**src/rtl/word_tx_serializer.sv**
```systemverilog
// word_tx_serializer: buffers words from the RAM read path in a small FIFO and
// emits each word as a series of paced byte slots (optional zero pads before
// every data byte) on the txen/txpcdata byte link.
module word_tx_serializer #(
  parameter int DATA_W     = 32,
  parameter int PAD_BYTES  = 3,
  parameter int GAP        = 12432,
  parameter int MSB_FIRST  = 0,
  parameter int FIFO_DEPTH = 4
) (
  input  logic              clk,
  input  logic              rst,
  input  logic              in_valid,
  input  logic [DATA_W-1:0] r_data,
  output logic              in_ready,
  output logic              txen,
  output logic [7:0]        txpcdata,
  output logic              busy,
  output logic              done,
  output logic              ovf,
  input  logic              clr_ovf
);

  localparam int NBYTES  = DATA_W / 8;
  localparam int PTR_W   = $clog2(FIFO_DEPTH);
  localparam int CNT_W   = $clog2(GAP + 1);
  localparam int PHASE_W = (PAD_BYTES > 0) ? $clog2(PAD_BYTES + 1) : 1;
  localparam int BIDX_W  = (NBYTES > 1) ? $clog2(NBYTES) : 1;

  localparam logic [CNT_W-1:0]   GAP_C      = CNT_W'(GAP);
  localparam logic [PHASE_W-1:0] LAST_PHASE = PHASE_W'(PAD_BYTES);
  localparam logic [BIDX_W-1:0]  LAST_BYTE  = BIDX_W'(NBYTES - 1);
  localparam logic [PTR_W:0]     COUNT_FULL = (PTR_W + 1)'(FIFO_DEPTH);

  typedef enum logic {IDLE, SEND} state_t;

  // FIFO storage and bookkeeping
  logic [DATA_W-1:0] fifo_mem [FIFO_DEPTH];
  logic [PTR_W-1:0]  wr_ptr_reg;
  logic [PTR_W-1:0]  rd_ptr_reg;
  logic [PTR_W:0]    count_reg;
  logic              push;
  logic              pop;
  logic              ovf_reg;
  logic [DATA_W-1:0] head_word;

  // Send-side state
  state_t            state_reg;
  logic [DATA_W-1:0] word_reg;
  logic [CNT_W-1:0]  cyc_reg;
  logic [PHASE_W-1:0] phase_reg;
  logic [PHASE_W-1:0] phase_next;
  logic [BIDX_W-1:0] bidx_reg;
  logic [BIDX_W-1:0] bidx_next;
  logic              last_slot;
  logic [7:0]        first_byte;
  logic [7:0]        next_byte;
  logic              txen_reg;
  logic [7:0]        txdata_reg;
  logic              busy_reg;
  logic              done_reg;

  // Byte lanes in transmit order: lane 0 is the first data byte sent.
  logic [7:0] head_lane [NBYTES];
  logic [7:0] word_lane [NBYTES];

  generate
    for (genvar gi = 0; gi < NBYTES; gi++) begin : g_lane
      localparam int SRC = (MSB_FIRST != 0) ? (NBYTES - 1 - gi) : gi;
      assign head_lane[gi] = head_word[SRC*8 +: 8];
      assign word_lane[gi] = word_reg[SRC*8 +: 8];
    end
  endgenerate

  assign in_ready  = (count_reg != COUNT_FULL);
  assign push      = in_valid && in_ready;
  assign pop       = (state_reg == IDLE) && (count_reg != '0);
  assign head_word = fifo_mem[rd_ptr_reg];

  // Slot sequencing: phase walks the pads then the data byte, bidx the bytes.
  always_comb begin
    phase_next = phase_reg + 1'b1;
    bidx_next  = bidx_reg;
    if (phase_reg == LAST_PHASE) begin
      phase_next = '0;
      bidx_next  = bidx_reg + 1'b1;
    end
  end

  assign last_slot  = (phase_reg == LAST_PHASE) && (bidx_reg == LAST_BYTE);
  assign next_byte  = (phase_next == LAST_PHASE) ? word_lane[bidx_next] : 8'h00;
  // With no padding the very first slot already carries data.
  assign first_byte = (LAST_PHASE == '0) ? head_lane[0] : 8'h00;

  // FIFO storage write; contents are only ever changed by pushes.
  always_ff @(posedge clk) begin
    if (push) begin
      fifo_mem[wr_ptr_reg] <= r_data;
    end
  end

  // FIFO pointers and occupancy; simultaneous push and pop leave count alone.
  always_ff @(posedge clk) begin
    if (rst) begin
      wr_ptr_reg <= '0;
      rd_ptr_reg <= '0;
      count_reg  <= '0;
    end else begin
      if (push) wr_ptr_reg <= wr_ptr_reg + 1'b1;
      if (pop)  rd_ptr_reg <= rd_ptr_reg + 1'b1;
      if (push && !pop)      count_reg <= count_reg + 1'b1;
      else if (pop && !push) count_reg <= count_reg - 1'b1;
    end
  end

  // Sticky overflow flag; a dropped push wins over a same-cycle clear.
  always_ff @(posedge clk) begin
    if (rst) begin
      ovf_reg <= 1'b0;
    end else if (in_valid && !in_ready) begin
      ovf_reg <= 1'b1;
    end else if (clr_ovf) begin
      ovf_reg <= 1'b0;
    end
  end

  // Transmit FSM: pop a word in IDLE, then pace its slots GAP+1 cycles apart.
  always_ff @(posedge clk) begin
    if (rst) begin
      state_reg  <= IDLE;
      word_reg   <= '0;
      cyc_reg    <= '0;
      phase_reg  <= '0;
      bidx_reg   <= '0;
      txen_reg   <= 1'b0;
      txdata_reg <= 8'h00;
      busy_reg   <= 1'b0;
      done_reg   <= 1'b0;
    end else begin
      txen_reg <= 1'b0;
      done_reg <= 1'b0;
      case (state_reg)
        IDLE: begin
          if (pop) begin
            word_reg   <= head_word;
            cyc_reg    <= '0;
            phase_reg  <= '0;
            bidx_reg   <= '0;
            txen_reg   <= 1'b1;
            txdata_reg <= first_byte;
            busy_reg   <= 1'b1;
            state_reg  <= SEND;
          end
        end
        SEND: begin
          if (cyc_reg == GAP_C) begin
            cyc_reg <= '0;
            if (last_slot) begin
              busy_reg  <= 1'b0;
              done_reg  <= 1'b1;
              state_reg <= IDLE;
            end else begin
              phase_reg  <= phase_next;
              bidx_reg   <= bidx_next;
              txen_reg   <= 1'b1;
              txdata_reg <= next_byte;
            end
          end else begin
            cyc_reg <= cyc_reg + 1'b1;
          end
        end
        default: state_reg <= IDLE;
      endcase
    end
  end

  assign txen     = txen_reg;
  assign txpcdata = txdata_reg;
  assign busy     = busy_reg;
  assign done     = done_reg;
  assign ovf      = ovf_reg;

endmodule

```
**config.mk**
```make
export PLATFORM = sky130hd
export DESIGN_NAME = word_tx_serializer
export DESIGN_NICKNAME = d
export VERILOG_FILES = /design/src/rtl/word_tx_serializer.sv
export SDC_FILE = /design/constraint.sdc
export NUM_CORES = 1
export LEC_CHECK = 0
export CAP_MARGIN = 30
export CORE_MARGIN = 1.5
export CORE_UTILIZATION = 54
export CTS_BUF_LIST = sky130_fd_sc_hd__clkbuf_4 sky130_fd_sc_hd__clkbuf_8
export DETAILED_ROUTE_END_ITERATION = 10
export PLACE_DENSITY = 0.74
export SYNTH_ARGS = -nofsm -noshare
export SYNTH_HDL_FRONTEND = slang
export SYNTH_SLANG_ARGS = --single-unit
```
**constraint.sdc**
```tcl
create_clock -name clk -period 7.05 [get_ports clk]
set_input_delay 0.705 -clock clk [delete_from_list [all_inputs] [get_ports clk]]
set_output_delay 0.705 -clock clk [all_outputs]
set_load 0.02 [all_outputs]
```
* Word-level counts from Yosys, hierarchy flattened *
Memories as Yosys holds them, arrays and structs flattened. A register that Yosys moved wholly into a read port is not among the register bits.
Cells that the tools add are included.
W data, S select, Z words.

storage, ports and cells
  bits in writable memories = 128
  output and inout port bits = 13
  input port bits = 36
  memories kept = 1
  logic and storage cells = 86
  bits in registers = 38

operators by class
  $lt $le $gt $ge = 1
  equality and inequality tests = 9
  bitwise logic cells = 3
  reduce and logical (&&, ||, !) cells = 16
  add/sub/neg operators = 7
  multiplexer cells = 37

memories
  memory    depth  width  rd ports  clocked after memory_dff  wr ports  line  text
  fifo_mem  4      32     1         1                         1         38    logic [DATA_W-1:0] fifo_mem [FIFO_DEPTH];

operators by type and width
  kind                     number
  $mux W8                  6
  $mux W14                 2
  $pmux W14 S2             1
  $bmux W8 S2              1
  $pmux W8 S2              1
  $add A14 B1 Y14 const B  1
  $eq A14 B14 Y1 const B   1
  $mux W2                  7
  $mux W1                  12
  $add A2 B1 Y2 const B    4
  $pmux W2 S2              2
  $eq A2 B2 Y1 const B     3
  $logic_and A1 B1 Y1      6
  $mux W3                  2
  $pmux W1 S2              3
  $reduce_and A3 Y1        2
  $ne A2 B1 Y1 const B     2
  $ne A2 B2 Y1 const B     2
  $reduce_bool A2 Y1       2
  $add A3 B1 Y3 const B    1
  $ge A3 B3 Y1 const B     1
  $logic_not A1 Y1         3
  $ne A3 B3 Y1 const B     1
  $not A2 Y3               1
  5 further kinds          6

* Depth between registers and ports, before layout *
Gate-level depths: netlist of run 1.

  depth in word-level cells = 10
  depth in mapped cells = 11
  depth with buffers taken out = 9

* Worst setup path before layout of run 1 *
No wires, ideal clock.

  path type = register to register
  start = register count_reg[2]
  end = register count_reg[2]
  path buffers = 2
  slack = 4.578 ns
  setup time = 0.070 ns
  stages on the path, launching flop included = 12
  arrival = 2.401 ns
  data required time = 6.980 ns
  clock period less this slack = 2.472 ns
  cells stage by stage = dfxtp_1 clkbuf_1 nor3_1 nor2_1 inv_1 clkbuf_1 ha_1 inv_1 fa_1 xor2_1 or3_1 a21oi_1

between the ends
  longest elaborated chain between the ends = 5
  elaborated cells between the ends (all ways) = 13
  classes of those cells = add/sub: 2; eq/ne: 1; mux: 2; reduce/logical: 8

RTL lines
  element                                                                line  text
  start, declared                                                        41    logic [PTR_W:0] count_reg;
  start signal, assigned                                                 111   if (push && !pop) count_reg <= count_reg + 1'b1;
  start signal, assigned                                                 112   else if (pop && !push) count_reg <= count_reg - 1'b1;
  parallel branches: the longest is 5 deep, another holds $sub A3 B1 Y3  --

Several ways; the timed one is not identified. The select of a mux whose other input is x is not followed.
A chain may end at the register's enable or synchronous reset.

* Worst setup path in the final report of run 1 *
  start = register state_reg
  end = register count_reg[2]

between the ends
  longest elaborated chain between the ends = 5
  elaborated cells between the ends (all ways) = 7
  classes of those cells = mux: 1; bitwise: 1; reduce/logical: 5

RTL lines
  element                                        line  text
  start, declared                                48    state_t state_reg;
  start signal, assigned                         130   state_reg <= IDLE;
  start signal, assigned                         152   state_reg <= SEND;
  start signal, assigned                         161   state_reg <= IDLE;
  $not A1 Y1 (no source line) *                  --
  $logic_and A1 B1 Y1 *                          77    assign pop = (state_reg == IDLE) && (count_reg != '0);
  $logic_not A1 Y1                               111
  $logic_and A1 B1 Y1                            111
  $mux W3 or $reduce_bool A2 Y1 (tied branches)  --

Mark *: on every way between the ends. The rest lies on a longest branch, timed or not.

==> results of run 1 <==
==> kinds of logic (layout without fill, tap and decap cells) <==
logic type                 Yosys count  count (layout)  synth area share
AOI/OAI and AO/OA                   76              76            0.0574
xor gates and xnor gates             7               7           0.00775
adders and majority gates           11              11            0.0183
buffers and inverters               50             105            0.0248
DFF                                198             198             0.663
muxes                               62              62             0.131
and+or+nand+nor                    161             161            0.0985
==> cells in the mapped netlist, types with 3 or more instances <==
master and instances:
and2_1 5, mux2_2 10, nand2b_1 4, mux2i_1 20
a31oi_1 11, nand3b_1 3, nor3_1 4, nand4_1 7
o22ai_1 10, ha_1 10, nor2b_1 10, edfxtp_1 128
nor2_1 17, inv_1 15, xnor2_1 3, clkbuf_1 28
buf_2 4, nand2_1 78, a21oi_1 38, or3_1 7
dfxtp_1 70, a32oi_1 3, xor2_1 4, o21ai_0 4
mux4_2 32, o211ai_1 4, nand3_1 11
==> tightest hold or removal path, cell delays in order, from the launching register on <==
cell and delay, ns:
dfxtp_1 0.32, nand2_1 0.05, a21oi_1 0.05
==> power groups by stage <==
stage          Clock (mW)  Sequential, mW  Combinational, mW
2_1_floorplan           0            1.49              0.478
3_3_place_gp            0            1.53              0.617
3_5_place_dp            0            1.54              0.637
4_1_cts             0.754            1.51              0.639
5_1_grt             0.795            1.53              0.697
6_report            0.731            1.51              0.630
==> final timing paths <==
path,to,start
worst min register to register,word_reg[0]$_SDFFE_PP0P_,word_reg[0]$_SDFFE_PP0P_
worst min-delay path,word_reg[0]$_SDFFE_PP0P_,word_reg[0]$_SDFFE_PP0P_
worst max-delay path,count_reg[2]$_SDFFE_PP0P_,state_reg$_SDFF_PP0_
worst max register to register,count_reg[2]$_SDFFE_PP0P_,state_reg$_SDFF_PP0_
==> final cells by class <==
class	instances	area share
clock inverters	13	0.0162
clock buffers	19	0.0291
well taps	184	0.0256
multi-input cells	317	0.277
repair buffers	58	0.0621
inverters	15	0.00627
flip-flops and latches	198	0.584
==> cell usage in the layout (no fill, tap or decap), types with 3 or more instances in the layout <==
master and n:
ha_1 10, inv_6 4, nand2_1 78, a31oi_1 11
nand2b_1 4, a32oi_1 3, mux4_2 32, nor2_1 16
xnor2_1 3, o21ai_0 4, o22ai_1 10, nand3_1 11
mux2_2 10, nand3b_1 3, o211ai_1 4, xor2_1 3
edfxtp_1 128, inv_1 15, nand4_1 7, and2_1 5
clkdlybuf4s50_1 47, nor2b_1 10, clkbuf_8 19, dfxtp_1 69
nor3_1 4, buf_4 9, a21oi_1 38, mux2i_1 20
or3_1 7, clkinv_2 3
==> layer usage <==
metal	part of all wire	wire, um	vias up
li1	-	-	2200
met1	0.46	6930	2362
met4	0.016	246	0
met2	0.49	7380	108
met5	0	0	-
met3	0.041	622	21
==> impl_metrics.json, run 1 <==
{
  "run_status": "completed",
  "final_cells": 804,
  "worst-slew-pin-transition_ns": 0.979,
  "port_buffers": 48,
  "busiest_layer": "met2",
  "fin_crit_sh": 0.470,
  "wl_per_cell_um": 18.9,
  "p_per_area_mw_per_mm2": 320,
  "fin_worst_skew_ns": 0.0115,
  "fin_ws_ns": 3.74,
  "grt_pass1_vias": 4648,
  "crit_cells": 9,
  "fillers": 1112,
  "ios": 49,
  "p_sw_uw": 842,
  "crit_family": "buffers and inverters",
  "yosysSeqAreaShare": 0.663,
  "ys_seq_elements": 198,
  "dieHeight_um": 124,
  "largest_register_ff_count": 128,
  "synth_top_area_frac": 0.486,
  "clkSlewWorstSetupHoldPaths_ns": 0.09,
  "met2_usage": 0.344,
  "grt_max_degree": 65,
  "maxCapViolCount": 0,
  "drt_iter0_drc": 411,
  "critPathArrivalTime_ns": 3.71,
  "synth_area_leaders": "edfxtp_1 49%, dfxtp_1 18%, mux4_2 9.1%",
  "grt-ovfl-total": 0,
  "rsz0062_at_grt": "no",
  "postSynthCellCount": 565,
  "cts_hold_buf": 0,
  "design_area_mm2": 0.00898,
  "path_buf_inv": 3,
  "synth_edf_count": 128,
  "holdWs_ns": 0.458,
  "min_delay_path_depth": 2,
  "combPwrFrac": 0.219,
  "yosysTopAreaCell": "edfxtp_1",
  "setup_viol": 0,
  "nNetsFinal": 654,
  "max_stage_delay_ns": 0.76,
  "vias": 4691,
  "n_antenna_cell": 0,
  "seqPwrFrac": 0.526,
  "die_x_um": 124,
  "clock-root-buffer": "clkbuf_8",
  "syn-num-nets": 612,
  "tns_ns": 0,
  "internal-power_mw": 2.03,
  "routed_wl_um": 15200,
  "clk_latency_ns": 0.47,
  "yosysWarnings": 0,
  "switching_share": 0.293,
  "syn2layout_area_growth_pct": 13.5,
  "numCtsBuffers": 17,
  "min_path_type": "flop to flop",
  "multi_input_area_mm2": 0.00248,
  "clockBufferDepth": 2,
  "power_frac_clock": 0.255,
  "fmax_mhz": 302,
  "final_util": 0.623,
  "clock_sinks": 198,
  "antenna_found_initial": 0,
  "end_kind": "flop",
  "via_per_inst": 5.83,
  "slowest_stage": "inv_1",
  "slew_headroom": 0.346,
  "postRouteAntennaNets": 0,
  "h-tree-depth": 4,
  "start_kind": "flop",
  "core_mm2": 0.0144,
  "ff2ff_path_depth": 9,
  "gp_congestion": 0.833,
  "worstPathRequired_ns": 7.45,
  "post-place-ws_ns": 3.77,
  "reg2reg_slack_ns": 3.74,
  "worst_ir_drop_vdd_mv": 0.212,
  "cp_max_fo": 35,
  "synthFlopType": "edfxtp_1",
  "gr-usage-all-layers": 0.218,
  "dp.cells": 772,
  "period_needed_ns": 3.31,
  "firstDrtPassIters": 5,
  "layout-drive-gt1-share": 0.148,
  "cts_resized": 0,
  "cp_common_cell": "inv_1",
  "cts_setup_buffers": 0,
  "final-hold-violation-count": 0,
  "route.detailed.drc": 0,
  "avgSynthCellArea_um2": 14.0,
  "synth.distinct_cells": 46,
  "die_area_mm2": 0.0154,
  "grt_pass1_wl_um": 24400,
  "finalMaxSlewViolations": 0,
  "grtUsageMet3": 0.0499,
  "use_met1": 0.299,
  "cts_tree": "done",
  "p_total_mw": 2.87,
  "crit_type": "flop to flop",
  "worstPathCellList": "nor2_2 > buf_4 > inv_1 > ha_1 > inv_1 > fa_1 > xor2_1 > or3_1 > a21oi_1",
  "rows": 44,
  "async_reset_ff_frac": 0,
  "seqCellArea_mm2": 0.00525,
  "p_leak_nw": 2.92,
  "dpl_cell_area_mm2": 0.00857,
  "initial_utilization": 0.549,
  "dp_hpwl_um": 9860,
  "synthesis.area_mm2": 0.00792
}
Note: power is estimated with default switching activity, not from simulation.
==> inputs of run 2 (changes only) <==
==> constraint.sdc (replaced) <==
create_clock -name clk -period 3.4 [get_ports clk]
set_input_delay 0.34 -clock clk [delete_from_list [all_inputs] [get_ports clk]]
set_output_delay 0.34 -clock clk [all_outputs]
set_load 0.02 [all_outputs]
==> run 2 against run 1 <==
Power increased by 110%. Setup slack got worse by 2.8 ns. Critical path type unchanged. Fmax increased by 35%.
==> impl_metrics.json, run 2 (synthesis gave the netlist of run 1 again) <==
{
  "routed_wl_um": 14500,
  "wl_per_cell_um": 18.0,
  "drt_iter0_drc": 493,
  "die_area_mm2": 0.0154,
  "postRouteAntennaNets": 0,
  "largest_register_ff_count": 128,
  "layout-drive-gt1-share": 0.154,
  "grt_max_degree": 43,
  "fin_crit_sh": 0.721,
  "clockBufferDepth": 2,
  "clock-root-buffer": "clkbuf_8",
  "nNetsFinal": 658,
  "antenna_found_initial": 0,
  "fin_worst_skew_ns": 0.0150,
  "gr-usage-all-layers": 0.204,
  "via_per_inst": 5.80,
  "crit_type": "flop to flop",
  "vias": 4686,
  "h-tree-depth": 4,
  "min_delay_path_depth": 2,
  "slew_headroom": 0.555,
  "dp_hpwl_um": 9170,
  "run_status": "completed",
  "setup_viol": 0,
  "period_needed_ns": 2.45,
  "n_antenna_cell": 0,
  "dieHeight_um": 124,
  "worst_ir_drop_vdd_mv": 0.434,
  "reg2reg_slack_ns": 0.95,
  "p_leak_nw": 2.94,
  "cts_resized": 0,
  "clk_latency_ns": 0.48,
  "clkSlewWorstSetupHoldPaths_ns": 0.10,
  "maxCapViolCount": 0,
  "fin_ws_ns": 0.948,
  "grt-ovfl-total": 0,
  "tns_ns": 0,
  "final-hold-violation-count": 0,
  "setup.worst_path.end": "count_reg[2]$_SDFFE_PP0P_",
  "fmax_mhz": 408,
  "gp_congestion": 0.885,
  "worstPathRequired_ns": 3.80,
  "cp_max_fo": 35,
  "crit-reg2reg-capture": "count_reg[2]$_SDFFE_PP0P_",
  "crit_start": "count_reg[0]$_SDFFE_PP0P_",
  "end_kind": "flop",
  "finalMaxSlewViolations": 0,
  "worst-slew-pin-transition_ns": 0.664,
  "cts_setup_buffers": 0,
  "min_path_type": "input pin to flop",
  "syn2layout_area_growth_pct": 14.1,
  "cts_hold_buf": 0,
  "rsz0062_at_grt": "no",
  "p_per_area_mw_per_mm2": 665,
  "firstDrtPassIters": 4,
  "ff2ff_path_depth": 10,
  "post-place-ws_ns": 0.696,
  "start_kind": "flop",
  "cts_tree": "done",
  "route.detailed.drc": 0,
  "critPathArrivalTime_ns": 2.86,
  "grt_pass1_vias": 4562,
  "numCtsBuffers": 17,
  "ios": 49,
  "core_mm2": 0.0144,
  "clock_sinks": 198,
  "rows": 44,
  "final_common_cell": "edfxtp_1",
  "reg2reg_from": "count_reg[0]$_SDFFE_PP0P_",
  "final_cell_mix": "128 x edfxtp_1, 78 x nand2_1, 69 x dfxtp_1, 47 x clkdlybuf4s50_1, 38 x a21oi_1",
  "grt_pass1_wl_um": 23300,
  "port_buffers": 48,
  "die_x_um": 124,
  "initial_utilization": 0.549
}
run 2: cell types whose count changed in the layout (fill, tap and decap cells not counted):
cell        delta
buf_4          +5
buf_8          -1
clkbuf_8       -1
clkinv_2       -3
clkinv_4       +2
clkinv_8       +3
clkinvlp_4     -1
run 2: where the power goes:
part | leakage [nW] | internal [mW] | switching [mW]
Combinational | 0.985 | 0.590 | 0.717
Clock | 0.215 | 0.708 | 0.870
Sequential | 1.74 | 2.92 | 0.202
run 2: worst min-delay path by stage:
stage,start,endpoint
3_5_place_dp,word_reg[12]$_SDFFE_PP0P_,word_reg[12]$_SDFFE_PP0P_
6_report,rst,count_reg[1]$_SDFFE_PP0P_
3_3_place_gp,word_reg[12]$_SDFFE_PP0P_,word_reg[12]$_SDFFE_PP0P_
5_1_grt,rst,count_reg[1]$_SDFFE_PP0P_
2_1_floorplan,word_reg[0]$_SDFFE_PP0P_,word_reg[0]$_SDFFE_PP0P_
4_1_cts,rst,wr_ptr_reg[0]$_SDFFE_PP0P_
run 2: stage by stage:
stage	hold WS [ns]	power, mW	util	instance area, um^2	std cells
finish	0.286	6.01	0.626	9030	808
global route	0.273	6.34	0.626	9030	808
CTS	0.245	6.07	0.626	9030	808
detailed placement	0.448	4.51	0.596	8600	776
global placement	0.444	4.45	0.596	8600	776
floorplan	0.436	4.09	-	7920	565
run 2: routing by layer:
| layer | global-route usage | wire [um] | up-vias |
|---|---|---|---|
| met5 | 0 | 0 | - |
| met3 | 0.0490 | 642 | 20 |
| met2 | 0.325 | 7120 | 119 |
| met4 | 0.0746 | 204 | 0 |
| met1 | 0.276 | 6550 | 2344 |
| li1 | - | - | 2203 |
run 2: final cells by class:
cell class | count | area, um^2
fill | 1099 | 5390
tap | 184 | 230
multi-input combinational | 317 | 2480
timing repair buffer | 62 | 581
sequential | 198 | 5250
clock buffer | 18 | 248
inverter | 15 | 56.3
clock inverter | 14 | 189
run 2: critical path, stage by stage, from the launching register on:
cell	delay [ns]
dfxtp_1	0.39
nor3_1	0.32
nor2_2	0.05
buf_4	0.26
inv_1	0.12
ha_1	0.19
inv_1	0.06
fa_1	0.37
xor2_1	0.18
or3_1	0.31
a21oi_1	0.14
==> inputs of run 3 (changes only) <==
==> constraint.sdc (replaced) <==
create_clock -name clk -period 2.6 [get_ports clk]
set_input_delay 0.26 -clock clk [delete_from_list [all_inputs] [get_ports clk]]
set_output_delay 0.26 -clock clk [all_outputs]
set_load 0.02 [all_outputs]
==> run 3 against run 2 <==
Non-clock buffer count is 4 higher. Clock skew is essentially flat. Hold slack got worse by 0.10 ns. Cell count is 0.37% higher. Via count shrank 1.1%. First-iteration DRC count decreased by 18%. Setup slack worse by 0.65 ns. Sequential cell count stayed put. Design area decreased by 0.17%. Die area unchanged. Core utilization down 0.10 points. Clock-buffer cell count increased by 1.
==> impl_metrics.json, run 3 (synthesis gave the netlist of run 1 again) <==
{
  "syn2layout_area_growth_pct": 13.9,
  "grt-ovfl-total": 0,
  "fin_crit_sh": 0.884,
  "initial_utilization": 0.549,
  "final_util": 0.625,
  "clkSlewWorstSetupHoldPaths_ns": 0.10,
  "cts_hold_buf": 0,
  "min_delay_path_depth": 2,
  "rows": 44,
  "antenna_found_initial": 0,
  "min_path_type": "input pin to flop",
  "cts_setup_buffers": 0,
  "clockBufferDepth": 2,
  "grt_pass1_vias": 4581,
  "via_per_inst": 5.72,
  "clock-root-buffer": "clkbuf_8",
  "dp.cells": 780,
  "worst-slew-pin-transition_ns": 0.669,
  "p_leak_nw": 2.95,
  "dpl_cell_area_mm2": 0.00865,
  "numCtsBuffers": 17,
  "worst_ir_drop_vdd_mv": 0.491,
  "layout-drive-gt1-share": 0.158,
  "dieHeight_um": 124,
  "holdWs_ns": 0.185,
  "fmax_mhz": 435,
  "grtUsageMet3": 0.0476,
  "start_kind": "flop",
  "worstPathRequired_ns": 2.99,
  "route.detailed.drc": 0,
  "busiest_layer": "met2",
  "die_area_mm2": 0.0154,
  "vias": 4636,
  "finalMaxSlewViolations": 0,
  "cts_resized": 0,
  "maxCapViolCount": 0,
  "end_kind": "flop",
  "setup_viol": 0,
  "firstDrtPassIters": 4,
  "largest_register_ff_count": 128,
  "p_per_area_mw_per_mm2": 856,
  "cts_tree": "done",
  "final_common_cell": "edfxtp_1",
  "final-hold-violation-count": 0,
  "wl_per_cell_um": 18.5,
  "use_met1": 0.288,
  "clk_latency_ns": 0.47,
  "h-tree-depth": 4,
  "critPathArrivalTime_ns": 2.69,
  "dp_hpwl_um": 9800,
  "clock_sinks": 198,
  "cp_max_fo": 6,
  "grt_pass1_wl_um": 24100,
  "nNetsFinal": 662,
  "met2_usage": 0.342,
  "design_area_mm2": 0.00902,
  "final_cells": 811,
  "die_x_um": 124,
  "ff2ff_path_depth": 9,
  "routed_wl_um": 15000,
  "port_buffers": 48,
  "crit_type": "flop to flop",
  "gp_congestion": 0.919,
  "rsz0062_at_grt": "no",
  "core_mm2": 0.0144,
  "tns_ns": 0,
  "drt_iter0_drc": 402,
  "grt_max_degree": 48,
  "postRouteAntennaNets": 0,
  "n_antenna_cell": 0,
  "ios": 49,
  "slew_headroom": 0.553,
  "final_cell_mix": "128 x edfxtp_1, 78 x nand2_1, 69 x dfxtp_1, 47 x clkdlybuf4s50_1, 38 x a21oi_1",
  "gr-usage-all-layers": 0.212,
  "run_status": "completed",
  "period_needed_ns": 2.30,
  "fin_worst_skew_ns": 0.0153
}
## run 3: cell types whose count changed in the layout (fill, tap and decap cells not counted), sizes merged
cell	delta
clkbuf	+1
buf	+4
clkinv	-1
bufinv	-1
## run 3: where the power goes
| part | total (mW) | leakage (nW) | switching, mW | internal [mW] |
|---|---|---|---|---|
| Sequential | 4.06 | 1.74 | 0.237 | 3.82 |
| Combinational | 1.81 | 1.01 | 1.01 | 0.801 |
| Clock | 1.85 | 0.189 | 1.06 | 0.790 |
## run 3: worst max-delay path, stage by stage (launching register included)
cell and delay, ns:
dfxtp_1 0.39, nor3_1 0.34, nor2_2 0.07, inv_1 0.09, ha_1 0.19, inv_1 0.06
fa_1 0.39, xor2_1 0.20, or3_1 0.34, a21oi_1 0.15
## run 3: area by class of cell
cell class,instances,area (um^2)
Multi-Input combinational cell,317,2480
Timing Repair Buffer,66,636
Clock inverter,12,118
Clock buffer,19,249
Inverter,15,56.3
Fill cell,1099,5410
Tap cell,184,230
Sequential cell,198,5250
## run 3: stage by stage
| step | worst slack, ns | total power [mW] |
|---|---|---|
| after floorplan | 0.128 | 5.34 |
| final | 0.302 | 7.72 |
| after CTS | 0.341 | 7.78 |
| after global routing | 0.144 | 8.12 |
| after global placement | 0.335 | 5.87 |
| after detailed placement | 0.191 | 5.96 |
## run 3: layer usage
layer / routed length [um] / vias to the layer above
li1: - / 2209
met1: 6520 / 2295
met2: 7550 / 119
met3: 708 / 13
met4: 204 / 0
met5: 0 / -
## run 3: final timing paths
kind                             startpoint                        end  slack (ns)
hold / removal                          rst  count_reg[0]$_SDFFE_PP0P_        0.19
setup reg to reg  count_reg[0]$_SDFFE_PP0P_  count_reg[2]$_SDFFE_PP0P_        0.30
setup / recovery  count_reg[0]$_SDFFE_PP0P_  count_reg[2]$_SDFFE_PP0P_        0.30
hold reg to reg    word_reg[9]$_SDFFE_PP0P_   word_reg[9]$_SDFFE_PP0P_        0.46
